--- src/rtl/matmul_sequencer_if.sv ---
// Handshake and memory-strobe bundle between the matmul sequencer and the
// surrounding datapath (MEM_A, MEM_B, MAC lanes, MEM_C).
interface matmul_sequencer_if #(
  parameter int A_W = 10,
  parameter int B_W = 8,
  parameter int C_W = 10
);
  logic           start;
  logic           busy;
  logic           done;
  logic [A_W-1:0] a_addr;
  logic [B_W-1:0] b_addr;
  logic           ab_nce;
  logic           acc_en;
  logic           acc_first;
  logic [C_W-1:0] c_addr;
  logic [1:0]     c_sel;
  logic           c_nwrt;
  logic           c_nce;

  // Sequencer side.
  modport master (
    input  start,
    output busy, done, a_addr, b_addr, ab_nce, acc_en, acc_first,
           c_addr, c_sel, c_nwrt, c_nce
  );

  // Controller / datapath side.
  modport slave (
    output start,
    input  busy, done, a_addr, b_addr, ab_nce, acc_en, acc_first,
           c_addr, c_sel, c_nwrt, c_nce
  );
endinterface

--- src/rtl/matmul_sequencer.sv ---
// Start/done sequencer for the int8 matrix-multiply engine. For every
// (row i, column group jg) it streams KDIM reads from MEM_A/MEM_B, lets the
// read latency drain while the MAC lanes finish accumulating, then writes the
// four lane results to MEM_C. All outputs come straight from flops.
module matmul_sequencer #(
  parameter int ROWS    = 32,
  parameter int KDIM    = 32,
  parameter int COLG    = 8,
  parameter int MEM_LAT = 1
) (
  input  logic                clk,
  input  logic                rst,
  matmul_sequencer_if.master  bus
);

  localparam int IW  = (ROWS > 1)    ? $clog2(ROWS)    : 1;
  localparam int KW  = (KDIM > 1)    ? $clog2(KDIM)    : 1;
  localparam int GW  = (COLG > 1)    ? $clog2(COLG)    : 1;
  localparam int DW  = (MEM_LAT > 1) ? $clog2(MEM_LAT) : 1;
  localparam int A_W = $clog2(ROWS * KDIM);
  localparam int B_W = $clog2(KDIM * COLG);
  localparam int C_W = $clog2(ROWS * COLG * 4);

  typedef enum logic [2:0] {
    S_IDLE,
    S_FETCH,
    S_DRAIN,
    S_WRITE,
    S_DONE
  } state_t;

  state_t           r_state;
  logic [IW-1:0]    r_i;
  logic [GW-1:0]    r_jg;
  logic [KW-1:0]    r_k;
  logic [DW-1:0]    r_d;
  logic [1:0]       r_w;

  logic             r_busy;
  logic             r_done;
  logic             r_ab_nce;
  logic [A_W-1:0]   r_a_addr;
  logic [B_W-1:0]   r_b_addr;
  logic [C_W-1:0]   r_c_addr;
  logic [1:0]       r_c_sel;
  logic             r_c_nwrt;

  logic [MEM_LAT-1:0] r_vld_p;
  logic [MEM_LAT-1:0] r_first_p;

  logic             w_vld_p0;
  logic             w_first_p0;

  function automatic logic [A_W-1:0] f_a_addr(input logic [IW-1:0] i,
                                              input logic [KW-1:0] k);
    return A_W'(int'(i) * KDIM + int'(k));
  endfunction

  function automatic logic [B_W-1:0] f_b_addr(input logic [KW-1:0] k,
                                              input logic [GW-1:0] jg);
    return B_W'(int'(k) * COLG + int'(jg));
  endfunction

  function automatic logic [C_W-1:0] f_c_addr(input logic [IW-1:0] i,
                                              input logic [GW-1:0] jg,
                                              input logic [1:0]    w);
    return C_W'(int'(i) * (COLG * 4) + int'(jg) * 4 + int'(w));
  endfunction

  // A read is in flight this cycle; first beat of a group when k is zero.
  assign w_vld_p0   = ~r_ab_nce;
  assign w_first_p0 = ~r_ab_nce & (r_k == '0);

  // Main sequencer: loop counters, state and registered memory strobes.
  always_ff @(posedge clk) begin
    if (rst) begin
      r_state  <= S_IDLE;
      r_i      <= '0;
      r_jg     <= '0;
      r_k      <= '0;
      r_d      <= '0;
      r_w      <= '0;
      r_busy   <= 1'b0;
      r_done   <= 1'b0;
      r_ab_nce <= 1'b1;
      r_a_addr <= '0;
      r_b_addr <= '0;
      r_c_addr <= '0;
      r_c_sel  <= '0;
      r_c_nwrt <= 1'b1;
    end else begin
      case (r_state)
        S_IDLE, S_DONE: begin
          if (bus.start) begin
            r_state  <= S_FETCH;
            r_i      <= '0;
            r_jg     <= '0;
            r_k      <= '0;
            r_busy   <= 1'b1;
            r_done   <= 1'b0;
            r_ab_nce <= 1'b0;
            r_a_addr <= '0;
            r_b_addr <= '0;
          end
        end
        S_FETCH: begin
          if (r_k == KW'(KDIM - 1)) begin
            r_state  <= S_DRAIN;
            r_k      <= '0;
            r_d      <= '0;
            r_ab_nce <= 1'b1;
          end else begin
            r_k      <= r_k + KW'(1);
            r_a_addr <= f_a_addr(r_i, r_k + KW'(1));
            r_b_addr <= f_b_addr(r_k + KW'(1), r_jg);
          end
        end
        S_DRAIN: begin
          // Wait out the memory latency so the last product is accumulated
          // before the lanes are read out.
          if (r_d == DW'(MEM_LAT - 1)) begin
            r_state  <= S_WRITE;
            r_d      <= '0;
            r_w      <= '0;
            r_c_nwrt <= 1'b0;
            r_c_sel  <= '0;
            r_c_addr <= f_c_addr(r_i, r_jg, 2'd0);
          end else begin
            r_d <= r_d + DW'(1);
          end
        end
        S_WRITE: begin
          if (r_w == 2'd3) begin
            r_w      <= '0;
            r_c_nwrt <= 1'b1;
            if (r_jg != GW'(COLG - 1)) begin
              r_state  <= S_FETCH;
              r_jg     <= r_jg + GW'(1);
              r_k      <= '0;
              r_ab_nce <= 1'b0;
              r_a_addr <= f_a_addr(r_i, '0);
              r_b_addr <= f_b_addr('0, r_jg + GW'(1));
            end else if (r_i != IW'(ROWS - 1)) begin
              r_state  <= S_FETCH;
              r_jg     <= '0;
              r_i      <= r_i + IW'(1);
              r_k      <= '0;
              r_ab_nce <= 1'b0;
              r_a_addr <= f_a_addr(r_i + IW'(1), '0);
              r_b_addr <= f_b_addr('0, '0);
            end else begin
              r_state <= S_DONE;
              r_busy  <= 1'b0;
              r_done  <= 1'b1;
            end
          end else begin
            r_w      <= r_w + 2'd1;
            r_c_sel  <= r_w + 2'd1;
            r_c_addr <= f_c_addr(r_i, r_jg, r_w + 2'd1);
          end
        end
        default: r_state <= S_IDLE;
      endcase
    end
  end

  // Delay the read-valid and first-beat flags by the memory read latency.
  always_ff @(posedge clk) begin
    if (rst) begin
      r_vld_p   <= '0;
      r_first_p <= '0;
    end else begin
      r_vld_p[0]   <= w_vld_p0;
      r_first_p[0] <= w_first_p0;
      for (int n = 1; n < MEM_LAT; n++) begin
        r_vld_p[n]   <= r_vld_p[n-1];
        r_first_p[n] <= r_first_p[n-1];
      end
    end
  end

  assign bus.busy      = r_busy;
  assign bus.done      = r_done;
  assign bus.a_addr    = r_a_addr;
  assign bus.b_addr    = r_b_addr;
  assign bus.ab_nce    = r_ab_nce;
  assign bus.acc_en    = r_vld_p[MEM_LAT-1];
  assign bus.acc_first = r_first_p[MEM_LAT-1];
  assign bus.c_addr    = r_c_addr;
  assign bus.c_sel     = r_c_sel;
  assign bus.c_nwrt    = r_c_nwrt;
  assign bus.c_nce     = r_c_nwrt;

endmodule

--- src/flat_wrapper.sv ---
// flat-port wrapper written by rule: the top's interface ports become plain ports
module matmul_sequencer_flat 
#(
  parameter int ROWS    = 32,
  parameter int KDIM    = 32,
  parameter int COLG    = 8,
  parameter int MEM_LAT = 1
)
  (clk, rst, bus_start, bus_busy, bus_done, bus_a_addr, bus_b_addr, bus_ab_nce, bus_acc_en, bus_acc_first, bus_c_addr, bus_c_sel, bus_c_nwrt, bus_c_nce);
  matmul_sequencer_if #(.A_W(10), .B_W(8), .C_W(10)) bus_i ();
  input  logic clk;
  input  logic rst;
  input wire logic [$bits(bus_i.start)-1:0] bus_start;
  output wire logic [$bits(bus_i.busy)-1:0] bus_busy;
  output wire logic [$bits(bus_i.done)-1:0] bus_done;
  output wire logic [$bits(bus_i.a_addr)-1:0] bus_a_addr;
  output wire logic [$bits(bus_i.b_addr)-1:0] bus_b_addr;
  output wire logic [$bits(bus_i.ab_nce)-1:0] bus_ab_nce;
  output wire logic [$bits(bus_i.acc_en)-1:0] bus_acc_en;
  output wire logic [$bits(bus_i.acc_first)-1:0] bus_acc_first;
  output wire logic [$bits(bus_i.c_addr)-1:0] bus_c_addr;
  output wire logic [$bits(bus_i.c_sel)-1:0] bus_c_sel;
  output wire logic [$bits(bus_i.c_nwrt)-1:0] bus_c_nwrt;
  output wire logic [$bits(bus_i.c_nce)-1:0] bus_c_nce;
  assign bus_i.start = bus_start;
  assign bus_busy = bus_i.busy;
  assign bus_done = bus_i.done;
  assign bus_a_addr = bus_i.a_addr;
  assign bus_b_addr = bus_i.b_addr;
  assign bus_ab_nce = bus_i.ab_nce;
  assign bus_acc_en = bus_i.acc_en;
  assign bus_acc_first = bus_i.acc_first;
  assign bus_c_addr = bus_i.c_addr;
  assign bus_c_sel = bus_i.c_sel;
  assign bus_c_nwrt = bus_i.c_nwrt;
  assign bus_c_nce = bus_i.c_nce;
  matmul_sequencer #(.ROWS(ROWS), .KDIM(KDIM), .COLG(COLG), .MEM_LAT(MEM_LAT)) u_core (.clk(clk), .rst(rst), .bus(bus_i));
endmodule
--- config.mk ---
export PLATFORM = sky130hd
export DESIGN_NAME = matmul_sequencer_flat
export DESIGN_NICKNAME = d
export VERILOG_FILES = /design/src/rtl/matmul_sequencer_if.sv /design/src/rtl/matmul_sequencer.sv /design/src/flat_wrapper.sv
export SDC_FILE = /design/constraint.sdc
export NUM_CORES = 1
export LEC_CHECK = 0
export BUFFER_PORTS_ARGS = -buffer_cell sky130_fd_sc_hd__buf_4
export CAP_MARGIN = 25
export CORE_MARGIN = 4
export CORE_UTILIZATION = 50
export DETAILED_ROUTE_END_ITERATION = 8
export GPL_ROUTABILITY_DRIVEN = 0
export PLACE_DENSITY = 0.73
export RECOVER_POWER = 100
export SETUP_SLACK_MARGIN = 0.1
export SYNTH_ARGS = -nofsm -noshare
export SYNTH_HDL_FRONTEND = slang
export SYNTH_SLANG_ARGS = --single-unit
--- constraint.sdc ---
create_clock -name clk -period 6.08 [get_ports clk]
set_clock_uncertainty 0.05 [all_clocks]
set_input_delay 0 -clock clk [delete_from_list [all_inputs] [get_ports clk]]
set_output_delay 0 -clock clk [all_outputs]
set_load 0.02 [all_outputs]
======== Word level (Yosys, flattened, before mapping) ========
Index checks and enable logic that the tools add are counted.
word-level totals
  flip-flop bits (word level) ............. 55
  input port bits ......................... 3
  output and inout port bits .............. 37
  logic and storage cells ................. 126
operators by class
  add/subtract/negate cells ............... 9
  equality and inequality tests ........... 18
  mux-type cells .......................... 63
  bitwise gates (word level) .............. 2
  reductions and logical operators ........ 18
operators by type and width
  cell                                                   number
  two-way mux 10 bit                                     7
  two-way mux 5 bit                                      8
  two-way mux 8 bit                                      5
  two-way mux 3 bit                                      10
  one-hot mux 10 bit (3 select lines)                    1
  one-hot mux 8 bit (3 select lines)                     1
  adder 10 x 5 -> 10 bit                                 2
  one-hot mux 10 bit (2 select lines)                    1
  AND reduction 5 bit                                    4
  two-way mux 1 bit                                      16
  one-hot mux 5 bit (3 select lines)                     1
  inequality test 2 bit, second input constant           6
  one-hot mux 3 bit (4 select lines)                     1
  AND reduction 4 bit                                    3
  adder 10 x 3 -> 10 bit                                 1
  adder 5 x 1 -> 5 bit, second input constant            2
  one-hot mux 5 bit (2 select lines)                     1
  adder 8 x 3 -> 8 bit                                   1
  one-hot mux 1 bit (2 select lines)                     4
  one-hot mux 2 bit (2 select lines)                     2
  equality test 3 x 2 -> 1 bit, second input constant    2
  two-way mux 2 bit                                      3
  inequality test 2 x 1 -> 1 bit, second input constant  3
  one-hot mux 3 bit (2 select lines)                     1
  20 further kinds                                       24

======== Depth between registers and ports, before layout ========
Gate-level depths: netlist (run 1).
  depth after elaboration ................. 5
  gate-level depth with buffers ........... 8
  gate-level depth less buffers ........... 7

======== Least setup slack after synthesis (run 1) ========
Ideal clock, no wire load.
  kind .................................... flip-flop to flip-flop
  from .................................... register u_core.r_k[0]
  to ...................................... register u_core.r_a_addr[9] (netlist: u_core.bus.a_addr[9])
  library setup time ...................... 0.071 ns
  arrival ................................. 1.871 ns
  required time ........................... 5.959 ns
  path slack .............................. 4.089 ns
  cell stages (with the launch flop) ...... 8
  path buffers ............................ 0
  period minus slack after synthesis ...... 1.991 ns
  cell sequence ........................... dfxtp_1 ha_1 and3_1 ha_1 nor4b_4 a211oi_4 or3_1 a21oi_1
between the ends
  cells in the longest elaborated chain, start to end .. 4
  elaborated cells between the ends (all ways) .. 7
  classes of those cells .................. add/sub: 2; eq/ne: 2; mux: 2; reduce/logical: 1
RTL lines
  element                              line                     source
  start: declaration                   matmul_sequencer.sv:35   logic [KW-1:0] r_k;
  start signal: assignment             matmul_sequencer.sv:113  r_k <= r_k + KW'(1);
  adder 5 x 1 -> 5 bit                 matmul_sequencer.sv:114  r_a_addr <= f_a_addr(r_i, r_k + KW'(1));
  adder 10 x 5 -> 10 bit               matmul_sequencer.sv:56   return A_W'(int'(i) * KDIM + int'(k));
  two-way mux 10 bit                   matmul_sequencer.sv:107  if (r_k == KW'(KDIM - 1)) begin
  one-hot mux 10 bit (3 select lines)  matmul_sequencer.sv:92   case (r_state)
  end signal: assignment               matmul_sequencer.sv:114
  end signal: assignment               matmul_sequencer.sv:141  r_a_addr <= f_a_addr(r_i, '0);
  end signal: assignment               matmul_sequencer.sv:149  r_a_addr <= f_a_addr(r_i + IW'(1), '0);
  end: declaration                     matmul_sequencer.sv:42   logic [A_W-1:0] r_a_addr;
Parallel ways exist; a longest one is shown, timed or not. The select of a mux whose other input is x is not followed.
A chain may end at the register's enable or synchronous reset.

======== Final worst setup path (run 1) ========
  from .................................... register u_core.r_i[0]
  to ...................................... register u_core.r_a_addr[4] (netlist: u_core.bus.a_addr[4])
between the ends
  cells in the longest elaborated chain, start to end .. 3
RTL lines
  element                                   line                     source
  start: declaration                        matmul_sequencer.sv:33   logic [IW-1:0] r_i;
  start signal: assignment                  matmul_sequencer.sv:146  r_i <= r_i + IW'(1);
  inequality test 5 bit                     matmul_sequencer.sv:143  end else if (r_i != IW'(ROWS - 1)) begin
  inequality test 3 x 1 -> 1 bit (no line)  n/a
  AND reduction 5 bit (no line)             n/a
Every way passes these cells.

==> impl_metrics.yaml, run 1 <==
floorplanning:
  start_util_pct: 53.5
  core_area_um2: 4140
  rows: 23
  boundaryPins: 40
  die_height_um: 74.6
  dieArea_um2: 5560
  die_x_um: 74.6
layout:
  finalNetCount: 292
  final_cell_count_no_fill: 331
  syn_to_final_growth_pct: 6.83
  diodes: 0
  final_util_pct: 57.1
  mostFrequentLayoutCells: "dfxtp_1 (47), clkbuf_1 (39), nand2_1 (32), a21oi_1 (32)"
  layout_commonest_cell: "dfxtp_1"
  regArea_um2: 941
  multi_input_area_um2: 1100
  fillCellCount: 455
  final_layout_size_suffix_gt1_share_pct: 3.56
pwr:
  p_leak_nw: 0.848
  ir_drop_mv: 0.149
  power_density_nw_per_um2: 223
  power_mw: 0.529
run:
  cap_viol_max_count: 1
synthesis:
  synthArstFlopShare_pct: 0
  ys_seq_area_share_pct: 42.5
  synth-compound-area-share_pct: 16.9
  synthAdderAreaFrac_pct: 5.08
  synth_cells: 255
  syn_nets: 267
  synthXorXnorAreaFrac_pct: 1.58
  ys_ff_latch: 47
  yosys_warnings: 0
  synth_cell_types: 45
  synth_top_family_by_area: "simple AND/OR/NAND/NOR gates"
  muxShareOfSynthArea_pct: 2.71
  ys.flop_type: "dfxtp_1"
  synth_edf_count: 0
  synth_simple_gate_area_share_pct: 24.6
  avgSynthCellArea_um2: 8.69
  synth_area_um2: 2220
global_route:
  grt_pass1_wl_um: 7860
  grt_antenna_before_repair: 0
  grt_max_degree: 46
  grt_usage_pct: 18.4
  grt_overflow: 0
  grt_pass1_vias: 1737
routing:
  wl_met1_um: 2280
  drt_first_pass_iters: 4
  ant_nets: 0
  via_per_inst: 5.67
  wl_met3_um: 335
  post_drt_wl_per_cell_um: 14.8
  dr.max_layer_used: "met4"
  dr_wl_met2_um: 2160
  wirelength_um: 4880
  drt-initial-drc-count: 120
  via_count: 1878
  drcViolationCount: 0
place:
  place_hpwl_um: 3550
  io_buffers: 39
  placedCellCount: 322
critical_path:
  r2r_end: "u_core.bus.a_addr[4]"
  critPathSlowestCell: "a211oi_1"
  r2r_slack_ps: 2890
  cp_data_arrival_time_ps: 3330
  reg2reg_from: "u_core.r_i[0]"
  cpPeakStageDelay_ps: 1440
  required_ps: 6210
  reg2reg_depth: 7
  cp_max_fo: 19
  crit_top_cell: "ha_1"
  end_kind: "register"
  crit_chain: "ha_1 -> and3_1 -> ha_1 -> nand2_1 -> a211oi_1 -> mux2i_1 -> nor2_1"
  crit_type: "reg2reg"
  cp-start-kind: "register"
clock_network:
  htree_num_levels: 2
  ctsResizeCount: 0
  cts_tree: "built"
  cts.sinks: 47
  clock_latency_ps: 300
  clk_path_buf_depth: 2
  postCtsSetupBuffers: 0
  clkTransAtPathRegs_ps: 80
  cts-hold-fix-buffers: 1
  cts_inserted_buffers: 5
  clockRootBuffer: "clkbuf_8"
timing:
  setup_tns_ps: 0
  slew_violations: 20
  finalCritPeriodShare_pct: 52.5
  setup_viol: 0
  relSlewSlack_pct: -22.8
  min_period_ps: 3190
  maxClockFrequency_mhz: 313
  tightest_slew_ps: 1830
  finalHoldViolCount: 0
  grt_setup_unrepaired: "no"
hold_path:
  hold_class: "in2reg"
  min_to: "u_core.bus.a_addr[4]"
  hold_depth: 2
  hp-start: "rst"
outcome:
  status: "finished, violations left"
  violations: "capacitance limit, slew limit"
power by group:
part | switching [mW] | leakage (nW) | internal (mW)
clock | 0.0972 | 0.0422 | 0.0807
sequential | 0.00466 | 0.380 | 0.312
combinational | 0.0243 | 0.425 | 0.0102
total | 0.126 | 0.848 | 0.403
critical path, delay by kind of cell, from the launching register on:
family,cells,cell delay (ps)
and+or+nand+nor,3,410
AOI/OAI and AO/OA,1,1440
muxes,1,300
adders and majority gates,2,420
DFF,1,470
cell usage after synthesis, types with 2 or more instances:
library cell	count	area, um^2
buf_4	10	75.1
a32o_1	2	20.0
a22oi_1	3	22.5
nand3_1	18	90.1
nor3_1	3	15.0
nand2b_1	4	25.0
and3_1	4	25.0
mux2i_1	6	60.1
inv_1	4	15.0
xor2_1	3	26.3
nor2_1	18	67.6
a21oi_1	32	160
a221oi_1	2	17.5
buf_2	5	25.0
or3_1	8	50.1
and2_1	2	12.5
o21ai_0	5	25.0
nand2_1	32	120
ha_1	9	113
a31oi_1	5	31.3
o21bai_1	2	15.0
clkbuf_1	6	22.5
nor2b_1	4	25.0
dfxtp_1	47	941
cell type report:
| class | instances | area share [%] |
|---|---|---|
| well taps | 50 | 2.64 |
| multi-input cells | 182 | 46.6 |
| repair buffers | 40 | 6.92 |
| clock inverters | 1 | 0.211 |
| clock buffers | 7 | 3.22 |
| flip-flops and latches | 47 | 39.7 |
| inverters | 4 | 0.634 |
state kept, by name (all words and copies together), names as in the netlist:
name	flops
u_core.bus.c_addr	9
u_core.bus.b_addr	7
u_core.r_k	5
u_core.r_state	3
u_core.bus.ab_nce	1
u_core.bus.acc_first	1
u_core.bus.c_nce	1
u_core.bus.done	1
u_core.r_jg	3
u_core.r_w	2
u_core.bus.busy	1
u_core.bus.a_addr	6
u_core.r_i	5
u_core.bus.acc_en	1
u_core.bus.c_sel	1
worst max-delay path by stage:
stage                       from              endpoint  slack (ps)  cells after the start
5_1_grt            u_core.r_i[0]  u_core.bus.a_addr[4]        2640                      7
3_3_place_gp   u_core.r_state[1]   u_core.bus.c_sel[0]        3730                      4
6_report           u_core.r_i[0]  u_core.bus.a_addr[4]        2890                      7
3_5_place_dp   u_core.r_state[1]   u_core.bus.c_sel[0]        3650                      4
4_1_cts        u_core.r_state[1]   u_core.bus.c_sel[0]        3640                      4
2_1_floorplan      u_core.r_k[0]  u_core.bus.a_addr[9]        4090                      7
per-layer routing:
layer  track usage, %  up-vias
li1                 -      950
met2             28.2       63
met5                0        -
met1             24.2      856
met4             8.70        0
met3             4.86        9
through the flow:
step                cell area [um^2]  hold WS [ps]  worst slack (ps)
finish                          2370          65.9              2890
global route                    2370          93.9              2640
CTS                             2530          72.3              3640
detailed placement              2440           276              3650
global placement                2440           265              3730
floorplan                       2220           141              4090
cell families after synthesis:
logic type | count (synthesis)
flip-flops | 47
AND/OR/NAND/NOR | 103
multiplexers | 6
adder cells (fa/ha/maj) | 9
buffers and inverters | 26
XOR/XNOR | 4
AO/OA/AOI/OAI | 60
Power figures use the tool's default switching activity.
==> run 2, diff against run 1 <==
Settings changed: CORE_UTILIZATION 50 to 49, PLACE_DENSITY 0.73 to 0.74.
Clock period 6.08 ns to 2.8 ns, I/O delays scaled along.
==> impl_metrics.yaml, run 2 (synthesized netlist as in run 1, its figures left out) <==
timing:
  maxClockFrequency_mhz: 401
  min_period_ps: 2490
  setup_viol: 0
  finalHoldViolCount: 0
  finalCritPeriodShare_pct: 89.1
  tightest_slew_ps: 763
  relSlewSlack_pct: 48.4
  grt_setup_unrepaired: "no"
  slew_violations: 0
  setup_tns_ps: 0
clock_network:
  htree_num_levels: 2
  clk_path_buf_depth: 2
  ctsResizeCount: 0
  clock_latency_ps: 300
  cts_tree: "built"
  clkTransAtPathRegs_ps: 80
  cts_inserted_buffers: 5
  cts.sinks: 47
  clockRootBuffer: "clkbuf_8"
layout:
  diodes: 0
  final_layout_size_suffix_gt1_share_pct: 4.26
  multi_input_area_um2: 1100
  syn_to_final_growth_pct: 7.62
  largest_reg_flops: 9
  finalNetCount: 294
  regArea_um2: 941
  layout_commonest_cell: "dfxtp_1"
  final_cell_area_um2: 2380
  fillCellCount: 457
  mostFrequentLayoutCells: "dfxtp_1 (47), clkbuf_1 (38), nand2_1 (32), a21oi_1 (32)"
routing:
  dr.max_layer_used: "met4"
  via_per_inst: 5.55
  wirelength_um: 4820
  post_drt_wl_per_cell_um: 14.4
  ant_nets: 0
  wl_met3_um: 286
  dr_wl_met2_um: 2130
  via_count: 1854
  drcViolationCount: 0
  drt_first_pass_iters: 5
  drt-initial-drc-count: 117
  wl_met1_um: 2350
floorplanning:
  rows: 24
  start_util_pct: 50.9
  die_x_um: 75.2
  boundaryPins: 40
  core_area_um2: 4350
  dieArea_um2: 5660
  die_height_um: 75.2
critical_path:
  cp_max_fo: 19
  crit_type: "reg2reg"
  cp_data_arrival_time_ps: 2680
  required_ps: 2990
  end_kind: "register"
  cp-start-kind: "register"
place:
  place_hpwl_um: 3430
  dpl-instance-area_um2: 2450
  io_buffers: 39
outcome:
  status: "finished, final reports clean"
global_route:
  grt_overflow: 0
  grt_usage_pct: 17.9
  grt_antenna_before_repair: 0
  grt_pass1_vias: 1596
  grt_pass1_wl_um: 7740
  grt_max_degree: 46
run:
  cap_viol_max_count: 0
pwr:
  p_leak_nw: 0.854
  power_density_nw_per_um2: 493
  ir_drop_mv: 0.298
hold_path:
  hold_class: "in2reg"
==> run 2: path summary, 6_finish.rpt <==
check                                          start                   end  slack, ps  cells after the start
worst max register to register         u_core.r_k[0]  u_core.bus.b_addr[0]        310                      7
worst min register to register  u_core.bus.b_addr[1]  u_core.bus.b_addr[1]        400                      2
worst max-delay path                   u_core.r_k[0]  u_core.bus.b_addr[0]        310                      7
worst min-delay path                             rst  u_core.bus.b_addr[3]         70                      2
==> run 2: where the power goes <==
part           leakage, nW  internal (mW)  switching, mW
clock               0.0470          0.194          0.217
sequential           0.380          0.677         0.0104
combinational        0.427         0.0233         0.0534
==> run 2: critical path, cell delays in order (launching register included) <==
cell and delay [ps]:
dfxtp_1 350, ha_1 230, and3_1 190, ha_1 230
nor4b_1 620, a211oi_4 210, or3_1 410, a21oi_1 140
==> run 2: area by class of cell <==
| class | count | share of cell area [%] |
|---|---|---|
| multi-input cells | 182 | 46.2 |
| repair buffers | 42 | 7.35 |
| clock buffers | 6 | 3.46 |
| inverters | 4 | 0.630 |
| well taps | 52 | 2.73 |
| flip-flops and latches | 47 | 39.5 |
| clock inverters | 1 | 0.210 |
==> run 2: timing repair <==
action                    CTS  global route
buffers inserted            0             0
hold buffers                1             0
hold endpoints to repair    1             0
==> run 2: metrics by stage <==
stage                     hold WS (ps)  utilization (%)  setup slack [ps]  power, mW  cells
after floorplan                    141                -               809      0.763    255
after global placement             269             56.4               501      0.787    326
after detailed placement           273             56.4               427      0.788    326
after CTS                         73.8             58.6               425       1.19    334
after global routing              93.5             54.8              90.0       1.22    334
final                             68.7             54.8               305       1.18    334
==> run 2: per-layer routing <==
layer,vias up,GRT usage (%)
met5,-,0
met4,0,5.05
met3,6,4.81
met2,41,26.7
met1,853,25.4
li1,954,-
==> run 3, diff against run 2 <==
Clock period 2.8 ns to 2.04 ns, I/O delays scaled along.
==> impl_metrics.yaml, run 3 (synthesized netlist as in run 1, its figures left out) <==
outcome:
  status: "finished, final reports clean"
timing:
  grt_setup_unrepaired: "yes"
  min_period_ps: 1930
  setup_tns_ps: 0
  setup_viol: 0
  worst_slack_ps: 107
  relSlewSlack_pct: 69.3
  finalHoldViolCount: 0
  finalCritPeriodShare_pct: 94.8
  maxClockFrequency_mhz: 517
  slew_violations: 0
  tightest_slew_ps: 461
clock_network:
  clock_latency_ps: 300
  htree_num_levels: 2
  clk_path_buf_depth: 2
  cts.sinks: 47
  cts_tree: "built"
  cts_inserted_buffers: 5
  clkTransAtPathRegs_ps: 80
  clockRootBuffer: "clkbuf_8"
critical_path:
  cp_max_fo: 7
  cpPeakStageDelay_ps: 350
  cp_num_buf_inv: 1
  required_ps: 2220
  cp_data_arrival_time_ps: 2110
  end_kind: "register"
  cp-start-kind: "register"
  critPathSlowestCell: "dfxtp_2"
  crit_chain: "ha_4 -> and3_4 -> ha_4 -> nor4b_4 -> a211oi_4 -> buf_12 -> or3_1 -> a21oi_1"
  path_delay_family: "simple AND/OR/NAND/NOR gates"
  crit_type: "reg2reg"
  crit_top_cell: "ha_4"
floorplanning:
  die_x_um: 75.2
  boundaryPins: 40
  die_height_um: 75.2
  core_area_um2: 4350
  start_util_pct: 50.9
  rows: 24
  dieArea_um2: 5660
layout:
  diodes: 0
  regArea_um2: 946
  fillCellCount: 419
  multi_input_area_um2: 1200
  mostFrequentLayoutCells: "clkbuf_1 (43), dfxtp_1 (43), a21oi_1 (32)"
  largest_reg_flops: 9
  syn_to_final_growth_pct: 21.6
  finalNetCount: 319
  final_layout_size_suffix_gt1_share_pct: 15.6
routing:
  via_count: 1973
  drcViolationCount: 0
  drt_first_pass_iters: 4
  ant_nets: 0
  wirelength_um: 5150
  drt-initial-drc-count: 118
  via_per_inst: 5.48
  post_drt_wl_per_cell_um: 14.3
place:
  place_hpwl_um: 3650
  preCtsSetupSlack_ps: 3.97
  io_buffers: 39
hold_path:
  hold_class: "in2reg"
global_route:
  grt_usage_pct: 20.0
  grt_overflow: 0
  grt_pass1_vias: 1861
  grt_antenna_before_repair: 0
  grt_pass1_wl_um: 8610
  grt_max_degree: 46
run:
  cap_viol_max_count: 0
pwr:
  power_density_nw_per_um2: 605
  p_leak_nw: 0.969
  ir_drop_mv: 0.298
run 3: cell count changes in the layout (fill, tap and decap cells not counted), sizes merged:
cell    before  now
buf          3   22
clkbuf      44   51
run 3: where the power goes:
group | internal (mW) | switching (mW)
Clock | 0.241 | 0.296
Sequential | 0.930 | 0.0113
Combinational | 0.0664 | 0.0857
Total | 1.24 | 0.393
run 3: metrics by stage:
step | hold slack (ps) | cells | power, mW | util, % | cell area (um^2)
finish | 71.4 | 360 | 1.63 | 61.9 | 2690
global route | 103 | 360 | 1.70 | 61.9 | 2690
CTS | 73.9 | 359 | 1.66 | 64.8 | 2820
detailed placement | 273 | 343 | 1.10 | 59.7 | 2600
global placement | 272 | 343 | 1.10 | 59.7 | 2600
floorplan | 141 | 255 | 1.05 | - | 2230
run 3: final timing paths:
check,start,end,slack [ps],depth (start not counted)
worst max-delay path,u_core.r_k[1],u_core.bus.a_addr[6],110,8
worst min-delay path,rst,u_core.bus.b_addr[3],70,2
worst max register to register,u_core.r_k[1],u_core.bus.a_addr[6],110,8
worst min register to register,u_core.bus.c_addr[9],u_core.bus.c_addr[9],400,2
run 3: timing repair:
action,4_1_cts,5_1_grt
cloned,1,0
setup endpoints to repair,14,12
hold buffers,1,0
buffers inserted,6,1
pin swaps,3,1
gates resized for setup,13,9
endpoints found under the hold margin,1,0
run 3: cell type report:
cell class,instances,area share (%)
multi-input combinational,182,44.7
inverter,4,0.557
clock inverter,1,0.186
timing repair buffer,67,14.2
sequential,47,35.1
clock buffer,7,2.83
tap,52,2.42
run 3: layer usage:
metal,global-route usage (%),vias to the layer above,share of wire (%),wire [um]
li1,-,1009,-,-
met1,25.9,911,46,2360
met2,32.6,43,47,2440
met3,4.81,10,4.9,255
met4,7.38,0,1.9,98
met5,0,-,0,0
